## config.mk

```make
export PLATFORM = sky130hd
export DESIGN_NAME = instr_dispatcher
export DESIGN_NICKNAME = d
export VERILOG_FILES = /design/src/rtl/instr_dispatcher.sv
export SDC_FILE = /design/constraint.sdc
export NUM_CORES = 1
export LEC_CHECK = 0
export CORE_ASPECT_RATIO = 0.8
export CORE_MARGIN = 2
export CORE_UTILIZATION = 30
export CTS_CLUSTER_SIZE = 14
export DETAILED_ROUTE_END_ITERATION = 6
export GPL_TIMING_DRIVEN = 0
export SYNTH_ARGS = -nofsm -noshare
export SYNTH_HDL_FRONTEND = slang
export SYNTH_SLANG_ARGS = --single-unit
```

## constraint.sdc

```tcl
create_clock -name clk -period 3.6 [get_ports clk]
set_input_delay 0.36 -clock clk [delete_from_list [all_inputs] [get_ports clk]]
set_output_delay 0.36 -clock clk [all_outputs]
set_load 0.005 [all_outputs]
```

## src/rtl/instr_dispatcher.sv

```systemverilog
// -----------------------------------------------------------------------------
// instr_dispatcher
//
// Instruction front-end for the systolic array. Buffers incoming instructions
// in a DEPTH-entry circular queue and issues them one at a time to the
// execution engine once every operand source reports ready. It then waits for
// the engine's completion pulse before issuing the next one.
//
// Parameters:
//   INSTR_W  instruction word width
//   DEPTH    queue entries (power of two, >= 2)
//   NUM_SRC  number of operand-source ready inputs
//   CNT_W    completed-instruction counter width (wraps)
//
// Ports:
//   clk           rising-edge clock
//   rst           asynchronous active-low reset
//   instr_valid   producer offers instr
//   instr         instruction word
//   src_ready     per-source operand ready (bit 0 = A, bit 1 = B, ...)
//   ack           one-cycle pulse: instruction accepted
//   issue_valid   one-cycle pulse: issue_instr presented to the engine
//   issue_instr   instruction being issued, held until the next issue
//   exec_done     one-cycle pulse from the engine: issued instruction finished
//   done          queue empty, engine idle, >=1 completion since last accept
//   fifo_level    current queue occupancy
//   completed     completed-instruction count (modulo 2^CNT_W)
//   err           sticky: exec_done seen while nothing was outstanding
//   busy_cycles   cycles spent in ISSUE or WAIT_DONE (saturating)
//   stall_cycles  cycles idle with work queued but operands not ready
//
// Configuration macro:
//   INSTR_PERF_CNT_EN  when defined, busy_cycles/stall_cycles are live
//                      saturating counters; otherwise both are tied to 0.
// -----------------------------------------------------------------------------
module instr_dispatcher #(
  parameter int INSTR_W = 71,
  parameter int DEPTH   = 4,
  parameter int NUM_SRC = 2,
  parameter int CNT_W   = 16
) (
  input  logic                       clk,
  input  logic                       rst,
  input  logic                       instr_valid,
  input  logic [INSTR_W-1:0]         instr,
  input  logic [NUM_SRC-1:0]         src_ready,
  output logic                       ack,
  output logic                       issue_valid,
  output logic [INSTR_W-1:0]         issue_instr,
  input  logic                       exec_done,
  output logic                       done,
  output logic [$clog2(DEPTH+1)-1:0] fifo_level,
  output logic [CNT_W-1:0]           completed,
  output logic                       err,
  output logic [31:0]                busy_cycles,
  output logic [31:0]                stall_cycles
);

  localparam int PTR_W = $clog2(DEPTH);
  localparam int LVL_W = $clog2(DEPTH+1);

  typedef enum logic [1:0] {
    S_IDLE,
    S_ISSUE,
    S_WAIT_DONE
  } state_t;

  state_t               r_state;
  state_t               w_state_next;

  logic [INSTR_W-1:0]   r_mem [DEPTH];
  logic [PTR_W-1:0]     r_wr_ptr;
  logic [PTR_W-1:0]     r_rd_ptr;
  logic [LVL_W-1:0]     r_level;
  logic [LVL_W-1:0]     w_level_next;

  logic                 r_ack;
  logic                 r_issue_valid;
  logic [INSTR_W-1:0]   r_issue_instr;
  logic                 r_done;
  logic                 r_cmpl_seen;   // a completion happened since the last accept
  logic [CNT_W-1:0]     r_completed;
  logic                 r_err;

  logic                 w_full;
  logic                 w_empty;
  logic                 w_src_all_ready;
  logic                 w_push;
  logic                 w_pop;
  logic                 w_complete;
  logic                 w_spurious;
  logic                 w_cmpl_seen_next;
  logic                 w_done_next;

  assign w_full          = (r_level == LVL_W'(DEPTH));
  assign w_empty         = (r_level == '0);
  assign w_src_all_ready = &src_ready;

  // Fullness is judged on the current level, so a pop in the same cycle does
  // not open a slot until the following edge. The ack cycle never accepts,
  // which lets the producer drop valid without a duplicate push.
  assign w_push = instr_valid && !r_ack && !w_full;

  // ---------------------------------------------------------------------------
  // FSM next-state and control
  // ---------------------------------------------------------------------------
  // NOTE: every signal written here gets a default first, so no path leaves
  // one unassigned and no latch is inferred.
  always_comb begin
    w_state_next = r_state;
    w_pop        = 1'b0;
    w_complete   = 1'b0;
    w_spurious   = 1'b0;
    unique case (r_state)
      S_IDLE: begin
        if (!w_empty && w_src_all_ready) w_state_next = S_ISSUE;
        if (exec_done)                   w_spurious   = 1'b1;
      end
      S_ISSUE: begin
        w_pop        = 1'b1;
        w_state_next = S_WAIT_DONE;
        if (exec_done) w_spurious = 1'b1;
      end
      S_WAIT_DONE: begin
        if (exec_done) begin
          w_complete   = 1'b1;
          w_state_next = S_IDLE;
        end
      end
      default: w_state_next = S_IDLE;
    endcase
  end

  always_comb begin
    w_level_next = r_level;
    unique case ({w_push, w_pop})
      2'b10:   w_level_next = r_level + LVL_W'(1);
      2'b01:   w_level_next = r_level - LVL_W'(1);
      default: w_level_next = r_level;
    endcase
  end

  assign w_cmpl_seen_next = w_push ? 1'b0 : (w_complete ? 1'b1 : r_cmpl_seen);
  assign w_done_next      = (w_state_next == S_IDLE) && (w_level_next == '0) &&
                            w_cmpl_seen_next;

  // ---------------------------------------------------------------------------
  // Queue storage
  // ---------------------------------------------------------------------------
  // NOTE: the storage array has no reset; emptiness is tracked by the pointers
  // and level alone, so stale words are unreachable after reset.
  always_ff @(posedge clk) begin
    if (w_push) r_mem[r_wr_ptr] <= instr;
  end

  // ---------------------------------------------------------------------------
  // State, pointers and registered outputs
  // ---------------------------------------------------------------------------
  // NOTE: sequential state uses non-blocking assignments so every register
  // samples pre-edge values regardless of statement order.
  always_ff @(posedge clk or negedge rst) begin
    if (!rst) begin
      r_state       <= S_IDLE;
      r_wr_ptr      <= '0;
      r_rd_ptr      <= '0;
      r_level       <= '0;
      r_ack         <= 1'b0;
      r_issue_valid <= 1'b0;
      r_issue_instr <= '0;
      r_done        <= 1'b0;
      r_cmpl_seen   <= 1'b0;
      r_completed   <= '0;
      r_err         <= 1'b0;
    end else begin
      r_state       <= w_state_next;
      r_level       <= w_level_next;
      r_ack         <= w_push;
      r_cmpl_seen   <= w_cmpl_seen_next;
      r_done        <= w_done_next;
      r_issue_valid <= (r_state == S_IDLE) && (w_state_next == S_ISSUE);
      if (w_push) r_wr_ptr <= r_wr_ptr + PTR_W'(1);
      if (w_pop)  r_rd_ptr <= r_rd_ptr + PTR_W'(1);
      // Head is captured on entry to ISSUE; it is popped on leaving ISSUE.
      if ((r_state == S_IDLE) && (w_state_next == S_ISSUE))
        r_issue_instr <= r_mem[r_rd_ptr];
      if (w_complete) r_completed <= r_completed + CNT_W'(1);
      if (w_spurious) r_err       <= 1'b1;
    end
  end

  assign ack         = r_ack;
  assign issue_valid = r_issue_valid;
  assign issue_instr = r_issue_instr;
  assign done        = r_done;
  assign fifo_level  = r_level;
  assign completed   = r_completed;
  assign err         = r_err;

  // ---------------------------------------------------------------------------
  // Performance counters
  // ---------------------------------------------------------------------------
`ifdef INSTR_PERF_CNT_EN
  logic [31:0] r_busy_cycles;
  logic [31:0] r_stall_cycles;

  always_ff @(posedge clk or negedge rst) begin
    if (!rst) begin
      r_busy_cycles  <= '0;
      r_stall_cycles <= '0;
    end else begin
      if ((r_state != S_IDLE) && (r_busy_cycles != '1))
        r_busy_cycles <= r_busy_cycles + 32'd1;
      if ((r_state == S_IDLE) && !w_empty && !w_src_all_ready &&
          (r_stall_cycles != '1))
        r_stall_cycles <= r_stall_cycles + 32'd1;
    end
  end

  assign busy_cycles  = r_busy_cycles;
  assign stall_cycles = r_stall_cycles;
`else
  assign busy_cycles  = '0;
  assign stall_cycles = '0;
`endif

endmodule

```

Word level (Yosys, flattened, before mapping). Memory sizes are Yosys's and may differ from the RTL's. A register that Yosys moved wholly into a read port is not among the register bits. Index checks and enable logic that the tools add are counted.

Register bits: 30. RAM bits: 284. Bits of input ports: 77. Output and inout port bits: 158. Memories kept: 1.

Add/sub/neg operators: 5. Equality and inequality tests: 6. Multiplexer cells: 12. Reduce and logical (&&, ||, !) cells: 16.

Memory list: r_mem (depth 4, width 71, rd ports 1, clocked after Yosys merged registers in 1, write ports 1, line 71) `logic [INSTR_W-1:0] r_mem [DEPTH];`.

Operators with widths (number): $add 16x1->16 const B (1); $mux 1 (8); $eq 2x1->1 const B (3); $logic_and 1x1->1 (6); $logic_not 3->1 (2); $pmux 2 s3 (1); $pmux 3 s2 (1); $add 2x1->2 const B (2); $eq 2x2->1 const B (2); $logic_not 1->1 (4); $logic_not 2->1 (2); $mux 2 (2); $add 3x1->3 const B (1); $eq 3x3->1 const B (1); $sub 3x1->3 const B (1); $reduce_and 2->1 (1); $reduce_or 2->1 (1).

Depth between registers and ports, before layout.
Word-level depth: 8. Gate-level depth with buffers: 10. Depth with buffers taken out: 9.

Least setup slack after synthesis. No wires, ideal clock.

Path type: register to register. Start point: register r_level[0] (netlist: fifo_level[0]). End point: memory r_mem[0][0] (enable). Library setup time: 0.437 ns. Arrival: 2.651 ns. Path slack: 0.512 ns. Cell stages (with the launch flop): 5. Path buffers: 1. Cell sequence: dfrtp_1 > nor2_1 > a21oi_1 > clkbuf_1 > and2_1.

Longest elaborated chain between the ends: 5.

RTL lines: start, declared (line 74) `logic [LVL_W-1:0] r_level;`; start signal, assigned (line 176) `r_level <= w_level_next;`; $eq 3x3->1 (line 95) `assign w_full = (r_level == LVL_W'(DEPTH));`; $logic_not 1->1 (line 102) `assign w_push = instr_valid && !r_ack && !w_full;`; $logic_and 1x1->1 (line 102); named net w_push (line 88) `logic w_push;`; $mux 1 (line 153) `if (w_push) r_mem[r_wr_ptr] <= instr;`; $mux 1 (not written as such) (line 153); end, declared (line 71).

The timed path passes the listed nets, and every way through them passes these cells.

Worst setup path in the final report.
Start point: register r_level[0] (netlist: fifo_level[0]). End point: register r_done (netlist: done).

Longest elaborated chain between the ends: 8. Elaborated cells between the ends (all ways): 18. Classes of those cells: 2 x add/sub; 3 x eq/ne; 4 x mux; 9 x reduce/logical.

RTL lines: $eq 3x3->1 (*) (line 95); $logic_not 1->1 (*) (line 102); $logic_and 1x1->1 (*) (line 102); named net w_push (line 88); $eq 2x1->1 / $eq 2x2->1 (equally long branches) (line 136) `unique case ({w_push, w_pop})`; $pmux 3 s2 (*) (line 136); named net w_level_next[2] (line 75) `logic [LVL_W-1:0] w_level_next;`; $logic_not 3->1 (*) (line 144) `assign w_done_next = (w_state_next == S_IDLE) && (w_level_next == '0) &&`; $logic_and 1x1->1 (*) (2 in series) (line 144); named net w_done_next (line 93) `logic w_done_next;`; end signal, assigned (line 179) `r_done <= w_done_next;`; end, declared (line 80) `logic r_done;`.

The timed path passes the listed nets; every way through them passes the cells marked *. A chain may end at the register's enable or synchronous reset.

==> summary.txt <==
outcome: finished, final reports clean
Layout area overhead: 28.9%
# IOs: 235
Clock Tree Buf Depth: 3
Clk network pwr share: 29.1%
Layout Skew: 0.0167 ns
main area contributors after synthesis: edfxtp_1 58%, dfrtp_1 17%, mux4_2 11%, mux2_2 4.7%, buf_4 3.4%
pre-CTS setup slack: 0.686 ns
Placement Rows: 72
Psw: 3.83 mW
busiest grt layer: met2
Final TNS setup: 0 ns
Final Cycle Share: 70.7%
maxcap violations: 0
Yosys cell types: 37
R2R cell count: 10
Pwr Density: 763 nW/um2
# H-tree levels: 2
fin. max-slew vios: 0
Critical Path Source: fifo_level[0]
Critical R2R Launch: fifo_level[0]
Avg WL per Cell: 18.5 um
share of layout cells above drive strength 1: 30.8%
critical path data required time: 4.04 ns
vias per cell: 4.28
Comb pwr share: 27.7%
initial antenna violation count: 4
syn avg cell area: 21.1 um2
first-pass GRT wire length: 46.3 mm
chip width: 252 um
met2 GRT Util: 19.5%
top cell type's share of synthesized area: 57.8%
GRT Total Usage: 12.1%
Worst Setup Path Type: reg2reg
first drt pass iteration count: 4
crit end category: flop
Post-Syn Instances: 698
Final Non-Filler Cells: 1,643
First DRT Iteration DRCs: 272
Placed Cells: 1,565
#FFs+latches synth: 385
CTS root buffer: clkbuf_16
# port buffers: 170
CTS tree: done
Worst Hold Class: in2async
HPWL after detailed placement: 18.3 mm
Via Count: 7,027
total routed wirelength: 30.4 mm
routability cong.: 0.662
Initial Util: 30.4%
Nets: 1,065
asr flop ratio synth: 26.2%
Final Hold Vio Count: 0
fin crit period: 2.55 ns
Post-CTS Resized: 0
unrepaired setup endpoints after global routing: false
DR DRC count: 0
Placeable Area: 48,500 um2
GR Util met3: 3.49%
largest net degree at the start of global routing: 79
Net Sw Frac: 26.4%
placed instance area: 17,600 um2
CTS Sinks: 385
GR met1 Demand/Resource: 16.0%
Pleak: 6.88 nW
yosys warns: 0
Num CTS Buffers: 41
Synth Cell Area: 14,700 um2
Peak VDD IR: 0.000422 V
Die Y: 202 um
die area: 51,000 um2
Setup WS post-layout: 1.05 ns
worst skew pair latency: 0.54 ns
largest area contributor in the netlist: edfxtp_1
Worst slew margin: 44.9%
Worst-path clk slew: 0.06 ns
worst slew pin tran: 0.827 ns
worst path arrival time: 2.98 ns
CP Max Fanout: 10
Finished Cell Area: 19,000 um2
Critical Path Source Type: flop
sequential share of power: 43.2%
sequential area share after synthesis: 75.0%
Post-synth EDFFs: 284
main flop type after synthesis: edfxtp_1
GR Overflow Total: 0
P_int: 10.7 mW
Final ANT Viol Nets: 0
Max Freq: 393 MHz
number of global-route vias before repair: 7,527
final setup violation count: 0
==> synthesized netlist by cell type (5+ instances only) <==
| master | count |
|---|---|
| and2_1 | 5 |
| buf_2 | 8 |
| buf_4 | 66 |
| buf_6 | 7 |
| clkbuf_1 | 8 |
| dfrtp_1 | 101 |
| edfxtp_1 | 284 |
| ha_1 | 6 |
| inv_1 | 5 |
| mux2_2 | 62 |
| mux2_4 | 10 |
| mux4_2 | 71 |
| nand2_1 | 8 |
| xnor2_1 | 17 |
==> cells by family after synthesis <==
group | count (synthesis) | share of synthesized area [%]
xor+xnor | 21 | 1.25
mux | 144 | 16.7
simple gates | 40 | 1.74
fa+ha+maj | 7 | 0.645
buf+inv | 96 | 4.56
compound gates | 4 | 0.153
other cells | 1 | 0.0254
flops | 385 | 75.0
==> critical path, stage by stage (launching register included) <==
cell and delay [ns]:
dfrtp_1 0.48, nor2_1 0.08, a21oi_1 0.16, clkbuf_1 0.38
inv_1 0.09, ha_1 0.24, fa_1 0.38, xnor2_1 0.16
nor2_1 0.06, xor2_1 0.16, nor4_2 0.25
==> metal layers <==
metal,vias up,share of wire (%)
li1,3174,-
met4,4,1.8
met1,3620,45
met5,-,0.089
met3,48,5.7
met2,181,48
==> registers in the layout (all words and copies together), names as in the netlist, 2 cells and up <==
signal / count
completed: 16
fifo_level: 3
issue_instr: 71
r_mem: 284
r_rd_ptr: 2
r_state: 2
r_wr_ptr: 2
==> layout by cell type, fill, tap and decap left out, types with 8 or more instances in the layout <==
| master | n |
|---|---|
| clkbuf_1 | 11 |
| buf_2 | 8 |
| clkbuf_16 | 41 |
| clkdlybuf4s50_1 | 169 |
| mux2_2 | 62 |
| clkinv_2 | 14 |
| nand2_1 | 8 |
| conb_1 | 64 |
| buf_4 | 66 |
| xnor2_1 | 17 |
| edfxtp_1 | 284 |
| mux4_2 | 71 |
| buf_6 | 8 |
| dfrtp_1 | 101 |
| mux2_4 | 10 |
==> area by class of cell <==
cell class                      count  area, um2
Inverter                            5       18.8
Clock inverter                     26        253
Fill cell                        4415      29500
Timing Repair Buffer              177       1870
Tap cell                          629        787
Clock buffer                       49       1110
Sequential cell                   385      11100
Antenna cell                        1       2.50
Buffer                             91        653
Multi-Input combinational cell    280       3270
==> path summary, 6_finish.rpt <==
path,end,slack (ns)
min reg2reg,err,0.46
max reg2reg,done,1.05
min in group clk,r_mem[1][10],0.45
min,issue_instr[38],0.27
max,done,1.05
max in group asynchronous,issue_instr[34],2.60
==> power by group through the flow <==
stage | clock, mW | sequential, mW | combinational [mW]
3_5_place_dp | 0 | 6.36 | 4.14
6_report | 4.22 | 6.26 | 4.02
2_1_floorplan | 0 | 6.30 | 2.25
3_3_place_gp | 0 | 6.42 | 4.01
4_1_cts | 4.40 | 6.28 | 4.16
5_1_grt | 4.56 | 6.37 | 4.39
==> metrics by stage <==
| step | power (mW) | hold WS [ns] | util [%] |
|---|---|---|---|
| 6_report | 14.5 | 0.265 | 39.2 |
| 2_1_floorplan | 8.55 | 0.0644 | - |
| 5_1_grt | 15.3 | 0.260 | 39.2 |
| 3_5_place_dp | 10.5 | 0.265 | 36.4 |
| 3_3_place_gp | 10.4 | 0.444 | 36.1 |
| 4_1_cts | 14.8 | 0.236 | 39.2 |
==> repair_timing <==
item	CTS	global route
hold endpoints to repair	23	0
hold buffers	1	0
buffers inserted	0	0
No activity file was read; power rests on OpenSTA's default activity.
